==> src/rtl/pwm_duty_ctrl.sv <==
// PWM generator with a run-time programmable period and high time.
// Config updates are staged in a one-deep slot and applied only at period boundaries.
module pwm_duty_ctrl #(
    parameter int unsigned CNT_W      = 8,
    parameter int unsigned DEF_PERIOD = 4,
    parameter int unsigned DEF_HIGH   = 3
) (
    input  logic             clk,
    input  logic             rst,
    input  logic             en,
    input  logic             cfg_valid,
    input  logic [CNT_W-1:0] cfg_period,
    input  logic [CNT_W-1:0] cfg_high,
    output logic             cfg_ready,
    output logic             cfg_err,
    output logic             pwm_out,
    output logic             period_done,
    output logic             busy
);

    typedef enum logic {
        IDLE,
        RUN
    } state_t;

    state_t           state, state_nxt;
    logic [CNT_W-1:0] cnt, cnt_nxt;
    logic [CNT_W-1:0] per, per_nxt;
    logic [CNT_W-1:0] high, high_nxt;
    logic             pend_full, pend_full_nxt;
    logic [CNT_W-1:0] pend_per, pend_per_nxt;
    logic [CNT_W-1:0] pend_high, pend_high_nxt;
    logic             pwm_nxt;
    logic             done_nxt;
    logic             err_nxt;
    logic             accept;
    logic             cfg_ok;
    logic             last;

    assign cfg_ready = !pend_full;
    assign busy      = (state == RUN);

    always_comb begin
        state_nxt     = state;
        cnt_nxt       = cnt;
        per_nxt       = per;
        high_nxt      = high;
        pend_full_nxt = pend_full;
        pend_per_nxt  = pend_per;
        pend_high_nxt = pend_high;

        accept  = cfg_valid && !pend_full;
        cfg_ok  = (cfg_period != '0);
        last    = (cnt == per - CNT_W'(1));
        err_nxt = accept && !cfg_ok;

        unique case (state)
            IDLE: begin
                cnt_nxt = '0;
                if (accept && cfg_ok) begin
                    per_nxt  = cfg_period;
                    high_nxt = cfg_high;
                end
                if (en) begin
                    state_nxt = RUN;
                end
            end
            RUN: begin
                if (last) begin
                    cnt_nxt = '0;
                    if (pend_full) begin
                        per_nxt       = pend_per;
                        high_nxt      = pend_high;
                        pend_full_nxt = 1'b0;
                    end
                    if (!en) begin
                        state_nxt = IDLE;
                    end
                end else begin
                    cnt_nxt = cnt + CNT_W'(1);
                end
                // accept implies the slot was empty, so this never races the boundary load above
                if (accept && cfg_ok) begin
                    pend_full_nxt = 1'b1;
                    pend_per_nxt  = cfg_period;
                    pend_high_nxt = cfg_high;
                end
            end
            default: begin
                state_nxt = IDLE;
                cnt_nxt   = '0;
            end
        endcase

        // Outputs are registered against the post-edge count and active config.
        pwm_nxt  = (state_nxt == RUN) && (cnt_nxt < high_nxt);
        done_nxt = (state_nxt == RUN) && (cnt_nxt == per_nxt - CNT_W'(1));
    end

    always_ff @(posedge clk) begin
        if (rst) begin
            state       <= IDLE;
            cnt         <= '0;
            per         <= CNT_W'(DEF_PERIOD);
            high        <= CNT_W'(DEF_HIGH);
            pend_full   <= 1'b0;
            pend_per    <= '0;
            pend_high   <= '0;
            pwm_out     <= 1'b0;
            period_done <= 1'b0;
            cfg_err     <= 1'b0;
        end else begin
            state       <= state_nxt;
            cnt         <= cnt_nxt;
            per         <= per_nxt;
            high        <= high_nxt;
            pend_full   <= pend_full_nxt;
            pend_per    <= pend_per_nxt;
            pend_high   <= pend_high_nxt;
            pwm_out     <= pwm_nxt;
            period_done <= done_nxt;
            cfg_err     <= err_nxt;
        end
    end

endmodule

==> config.mk <==
export PLATFORM = sky130hd
export DESIGN_NAME = pwm_duty_ctrl
export DESIGN_NICKNAME = d
export VERILOG_FILES = /design/src/rtl/pwm_duty_ctrl.sv
export SDC_FILE = /design/constraint.sdc
export NUM_CORES = 1
export LEC_CHECK = 0
export ABC_AREA = 1
export CAP_MARGIN = 20
export CORE_MARGIN = 2
export CORE_UTILIZATION = 30
export DETAILED_ROUTE_END_ITERATION = 8
export GPL_ROUTABILITY_DRIVEN = 0
export SLEW_MARGIN = 20
export SYNTH_ARGS = -nofsm -noshare
export SYNTH_HDL_FRONTEND = slang
export SYNTH_SLANG_ARGS = --single-unit
==> constraint.sdc <==
create_clock -name clk -period 3.2 [get_ports clk]
set_input_delay 0.32 -clock clk [delete_from_list [all_inputs] [get_ports clk]]
set_output_delay 0.32 -clock clk [all_outputs]
set_load 0.02 [all_outputs]
* Yosys cells after proc, flatten, opt, wreduce, memory -nomap -nowiden
Cells that the tools add are included.
W data, S select, Z words.
** Storage, ports and cells
- Flip-flop bits (word level) :: 45
- Input bits :: 20
- Output and inout bits :: 5
- Logic and storage cells :: 43
** Cells by class
- Add/sub/neg operators :: 3
- Magnitude comparators :: 1
- Equality and inequality tests :: 2
- Mux-type cells :: 15
- Bitwise gates (word level) :: 1
- Reductions and logical operators :: 11
** Operators by type and width (count)
- $mux W8 :: 7
- $pmux W8 S2 :: 3
- $eq A8 B8 Y1 :: 2
- $sub A8 B1 Y8 const B :: 2
- $add A8 B1 Y8 const B :: 1
- $lt A8 B8 Y1 :: 1
- $reduce_bool A8 Y1 :: 1
- $logic_and A1 B1 Y1 :: 5
- $mux W1 :: 4
- $reduce_and A2 Y1 :: 2
- $logic_not A1 Y1 :: 2
- $pmux W1 S2 :: 1
- $reduce_bool A2 Y1 :: 1
- $not A1 Y1 :: 1

* Depth between registers and ports, before layout
- Depth after elaboration :: 8
- Gate-level depth with buffers :: 27
- Depth with buffers taken out :: 27

* Worst setup path before layout
Ideal clock, no wire load.
- Path kind :: reg2reg
- Start point :: register per[0]
- End point :: register period_done
- Library setup time :: 0.062 ns
- Arrival time :: 2.575 ns
- Data required time :: 3.138 ns
- Slack :: 0.563 ns
- Cell stages (with the launch flop) :: 24
- Path buffers :: 0
- Period minus slack after synthesis :: 2.637 ns
- Cell sequence :: dfxtp_1 -> inv_2 -> ha_1 -> xor2_1 -> nand2_1 -> nor2_2 -> nand3_2 -> nor2_8 -> nand2_4 -> nand2_1 -> nand2_1 -> nand2_1 -> nand2_1 -> inv_2 -> ha_1 -> nand2_1 -> nand2_1 -> nor2_1 -> nand2_1 -> nor2_2 -> nand2_1 -> nor2_1 -> nand2_1 -> nor2_2
** On the way
- Longest elaborated chain between the ends :: 7
- Elaborated cells on any way between the ends :: 13
- Classes of those cells :: 2 x add/sub; 2 x eq/ne; 8 x mux; 1 x reduce/logical
** Ends and longest elaborated chain
- start, declared :: RTL line 28 : logic [CNT_W-1:0] per, per_nxt;
- start signal, assigned :: RTL line 104 : per <= CNT_W'(DEF_PERIOD);
- start signal, assigned :: RTL line 115 : per <= per_nxt;
- $sub A8 B1 Y8 :: RTL line 54 : last = (cnt == per - CNT_W'(1));
- $eq A8 B8 Y1 :: RTL line 54
- $mux W8 :: RTL line 69 : if (last) begin
- $pmux W8 S2 :: RTL line 57 : unique case (state)
- $sub A8 B1 Y8 :: RTL line 97 : done_nxt = (state_nxt == RUN) && (cnt_nxt == per_nxt - CNT_W'(1));
- $eq A8 B8 Y1 :: RTL line 97
- $logic_and A1 B1 Y1 * :: RTL line 97
- end signal, assigned :: RTL line 121 : period_done <= done_nxt;
- end, declared :: RTL line 17 : output logic period_done,
Every way passes the cells marked *; elsewhere a longest branch is shown, timed or not.
A chain may end at the register's enable or synchronous reset.

* Worst setup path in the final report
- Start point :: register per[1]
- End point :: register pwm_out
** On the way
- Longest elaborated chain between the ends :: 6
- Elaborated cells on any way between the ends :: 10
- Classes of those cells :: 1 x add/sub; 1 x order compare; 1 x eq/ne; 6 x mux; 1 x reduce/logical
** Ends and longest elaborated chain
- $sub A8 B1 Y8 * :: RTL line 54
- $eq A8 B8 Y1 * :: RTL line 54
- $mux W8 :: RTL line 69
- $pmux W8 S2 :: RTL line 57
- $lt A8 B8 Y1 :: RTL line 96 : pwm_nxt = (state_nxt == RUN) && (cnt_nxt < high_nxt);
- $logic_and A1 B1 Y1 * :: RTL line 96
- end signal, assigned :: RTL line 120 : pwm_out <= pwm_nxt;
- end, declared :: RTL line 16 : output logic pwm_out,
Marked as above.

==> impl_results.md <==
* Clk root buf: clkbuf_8
* Reg clk slew, reported paths at 90 ps
* Post-Syn Area at 2990 µm²
* Syn. warnings at 0
* Highest-delay cell along the critical path: dfxtp_1
* Tot GR Track Use at 15.8%
* CP Cell Sequence: inv_2, ha_4, xor2_1, nand2_1, nor2_2, nand3_2, nor2_8, buf_4, nand3_4, inv_2, a21oi_1, nor2_1, ha_1, a21oi_1, o211ai_1, a21oi_1
* Critical Path Max Stage Delay at 380 ps
* First-pass GRT wire length at 14,000 µm
* Reg area at 902 µm²
* Die X at 104 µm
* Fin area at 3530 µm²
* RR Endpoint: pwm_out$_SDFF_PP0_
* Hold depth at 2
* Initial antenna violation count at 0
* Pins Over Slew Limit at 0
* HP Start: pend_high[1]$_SDFFE_PP0P_
* Placed Instance Area at 3380 µm²
* WP data arrival at 3090 ps
* Final WL at 8030 µm
* Peak VDD IR at 0.176 mV
* Final Cycle Share at 89.4%
* Pwr/cell area at 407 nW/µm²
* Syn Nets at 499
* WL/cell at 12.7 µm
* R2R Setup Slk at 340 ps
* Hold EP: pend_high[1]$_SDFFE_PP0P_
* Number of global-route vias before repair at 2,964
* Final hold slack at 462 ps
* Vias per cell at 4.71
* Mapped Avg Cell Area at 6.37 µm²
* Top FF cell, synth: dfxtp_1
* Pin count of the biggest net entering global routing at 38
* Run status: finished clean
* WP buf/inv at 3
* Rows at 36
* Slew @ Worst Pin at 558 ps
* Total gr overflow at 0
* Final setup fails at 0
* Post-synth EDFFs at 0
* Die footprint at 10,800 µm²
* Endpoint type of the worst setup path: flip-flop
* Origin of the critical flop-to-flop path: per[1]$_SDFF_PP0_
* RSZ-0062 raised after global routing: no
* Yosys cell types at 31
* Final hold vios at 0
* Crit Path Category: flip-flop to flip-flop
* Clock sink count at 45
* Fmax at 350 MHz
* Clk Latency, worst-skew pair at 300 ps
* Diode count at 0
* Placeable core area at 9730 µm²
* Hpwl dp at 6180 µm
* Pwr Total at 1.44 mW
* Post-route DRC at 0
* Top cell by count, worst path: a21oi_1
* Hold Path Class: flip-flop to flip-flop
* Seq/Total Area, Yosys at 30.1%
* #FFs+latches synth at 45
* Startpoint types: flip-flop
* Post-route minimum period at 2860 ps
* Clock buffer depth at 2
* Layout cell share with drive strength beyond 1 at 11.4%
* H-tree depth at 2
* Vias at 2,971
* P_leak at 1.56 nW
* I/O pins at 25
* Reg2reg path depth at 16
* Final nets at 527
* Area of the multi-input gates at 1780 µm²
* CTS Buf Count at 5
* Filler cells at 1,085
* Slew headroom at 62.6%
* Top delay family on crit path: simple AND/OR/NAND/NOR gates
* 1st-iter DRT viols at 197
* Fin Setup TNS at 0 ps
* Skew final at 7.83 ps
* DIE HEIGHT at 104 µm
* Max-cap violations at 0
* First-pass DRT Iterations at 4
* Starting Density at 30.7%
* DRT antenna net count at 0
* Async SR Flop Fraction at 0%
* CTS tree: done
* Synth Instances at 469
* Syn-to-layout area delta at 18.0%
* Worst endpoint required time at 3430 ps
* Largest fanout on the critical path at 11
* Number of port buffers at 24
* Hold buffers post-CTS at 0
## cells by family (layout without fill, tap and decap cells)
family / count (synthesis) / in the layout / synth area share [%]
simple gates: 257 / 257 / 39.7
buf+inv: 82 / 111 / 10.8
compound gates: 70 / 70 / 13.7
flops: 45 / 45 / 30.1
fa+ha+maj: 10 / 10 / 4.19
xor+xnor: 5 / 5 / 1.46
## cell usage after synthesis (4+ instances only)
master,number,area (µm²)
inv_2,5,18.8
a21oi_1,29,145
a221oi_1,4,35.0
o21ai_0,20,100
nand4_1,4,25.0
inv_1,58,218
nor2_1,49,184
ha_1,10,125
a211oi_1,7,52.6
dfxtp_1,45,901
nor2_4,4,45.0
nand2_1,126,473
xor2_1,5,43.8
o211ai_1,9,67.6
nor2_2,7,43.8
clkbuf_1,11,41.3
clkinv_1,4,15.0
nand3_1,45,225
nand2_2,8,50.1
## cells in the final DEF, fill, tap and decap left out
cell / n
nand3_1: 45
xor2_1: 5
nand2_2: 8
nor4_1: 1
o21ai_2: 1
nor2_1: 49
a211oi_1: 7
nor3_1: 3
nor2_2: 7
inv_2: 6
nand4_1: 4
a21oi_1: 29
clkbuf_8: 7
o211ai_1: 9
ha_4: 1
nand3_2: 3
dfxtp_1: 44
inv_1: 57
nor2_8: 1
a221oi_1: 4
buf_4: 12
ha_1: 9
dfxtp_2: 1
clkinv_1: 4
nor3_2: 1
nand3b_1: 1
nand2_1: 126
clkinv_2: 1
nand2_4: 3
nor2_4: 4
clkdlybuf4s50_1: 24
nand3_4: 1
o21ai_0: 20
## metal layers
| layer | track usage (%) | up-vias | routed length (µm) |
|---|---|---|---|
| li1 | - | 1558 | - |
| met1 | 20.6 | 1346 | 3840 |
| met2 | 26.7 | 57 | 3730 |
| met3 | 2.39 | 10 | 320 |
| met4 | 4.83 | 0 | 142 |
| met5 | 0 | - | 0 |
## stage by stage
| stage | utilization, % | setup slack, ps | cells |
|---|---|---|---|
| after floorplan | - | 563 | 469 |
| after global placement | 34.8 | 340 | 619 |
| after detailed placement | 34.8 | 265 | 619 |
| after CTS | 35.8 | 232 | 627 |
| after global routing | 36.3 | 2.31 | 631 |
| final | 36.3 | 339 | 631 |
## flip-flops by register name, summed over array words and instances, names as in the netlist
signal and count:
cnt 8, pend_per 8, per 8, pend_full 1
period_done 1, pwm_out 1, pend_high 8, cfg_err 1
high 8, busy 1
## repair_timing
| action | CTS | global route |
|---|---|---|
| gates resized for setup | 0 | 4 |
| setup endpoints to repair | 0 | 1 |
| setup buffers | 0 | 4 |
## power by group
group	switching [mW]	internal [mW]	leakage, nW
Sequential	0.0238	0.593	0.369
Clock	0.202	0.196	0.0542
Combinational	0.269	0.153	1.13
Total	0.495	0.942	1.56
## area by class of cell
type                            instances  area share, %
Sequential cell                        45           25.6
Inverter                               67           7.13
Tap cell                              133           4.72
Multi-Input combinational cell        342           50.4
Clock buffer                            7           2.73
Timing Repair Buffer                   36           9.36
Clock inverter                          1          0.142
## worst max path at each step
stage          cells past startpoint              start                      to
6_report                          16  per[1]$_SDFF_PP0_      pwm_out$_SDFF_PP0_
2_1_floorplan                     23  per[0]$_SDFF_PP0_  period_done$_SDFF_PP0_
3_5_place_dp                      24  per[0]$_SDFF_PP0_  period_done$_SDFF_PP0_
4_1_cts                           24  per[0]$_SDFF_PP0_  period_done$_SDFF_PP0_
5_1_grt                           26  per[0]$_SDFF_PP0_  period_done$_SDFF_PP0_
3_3_place_gp                      16      cfg_period[3]  period_done$_SDFF_PP0_
## worst reg2reg max path, delay by kind of cell, from the launching register on
family          cells  cell delay (ps)
flops               1              380
compound gates      4              490
xor+xnor            1              120
fa+ha+maj           2              580
simple gates        6              810
buf+inv             3              420
Note: power is estimated with default switching activity, not from simulation.
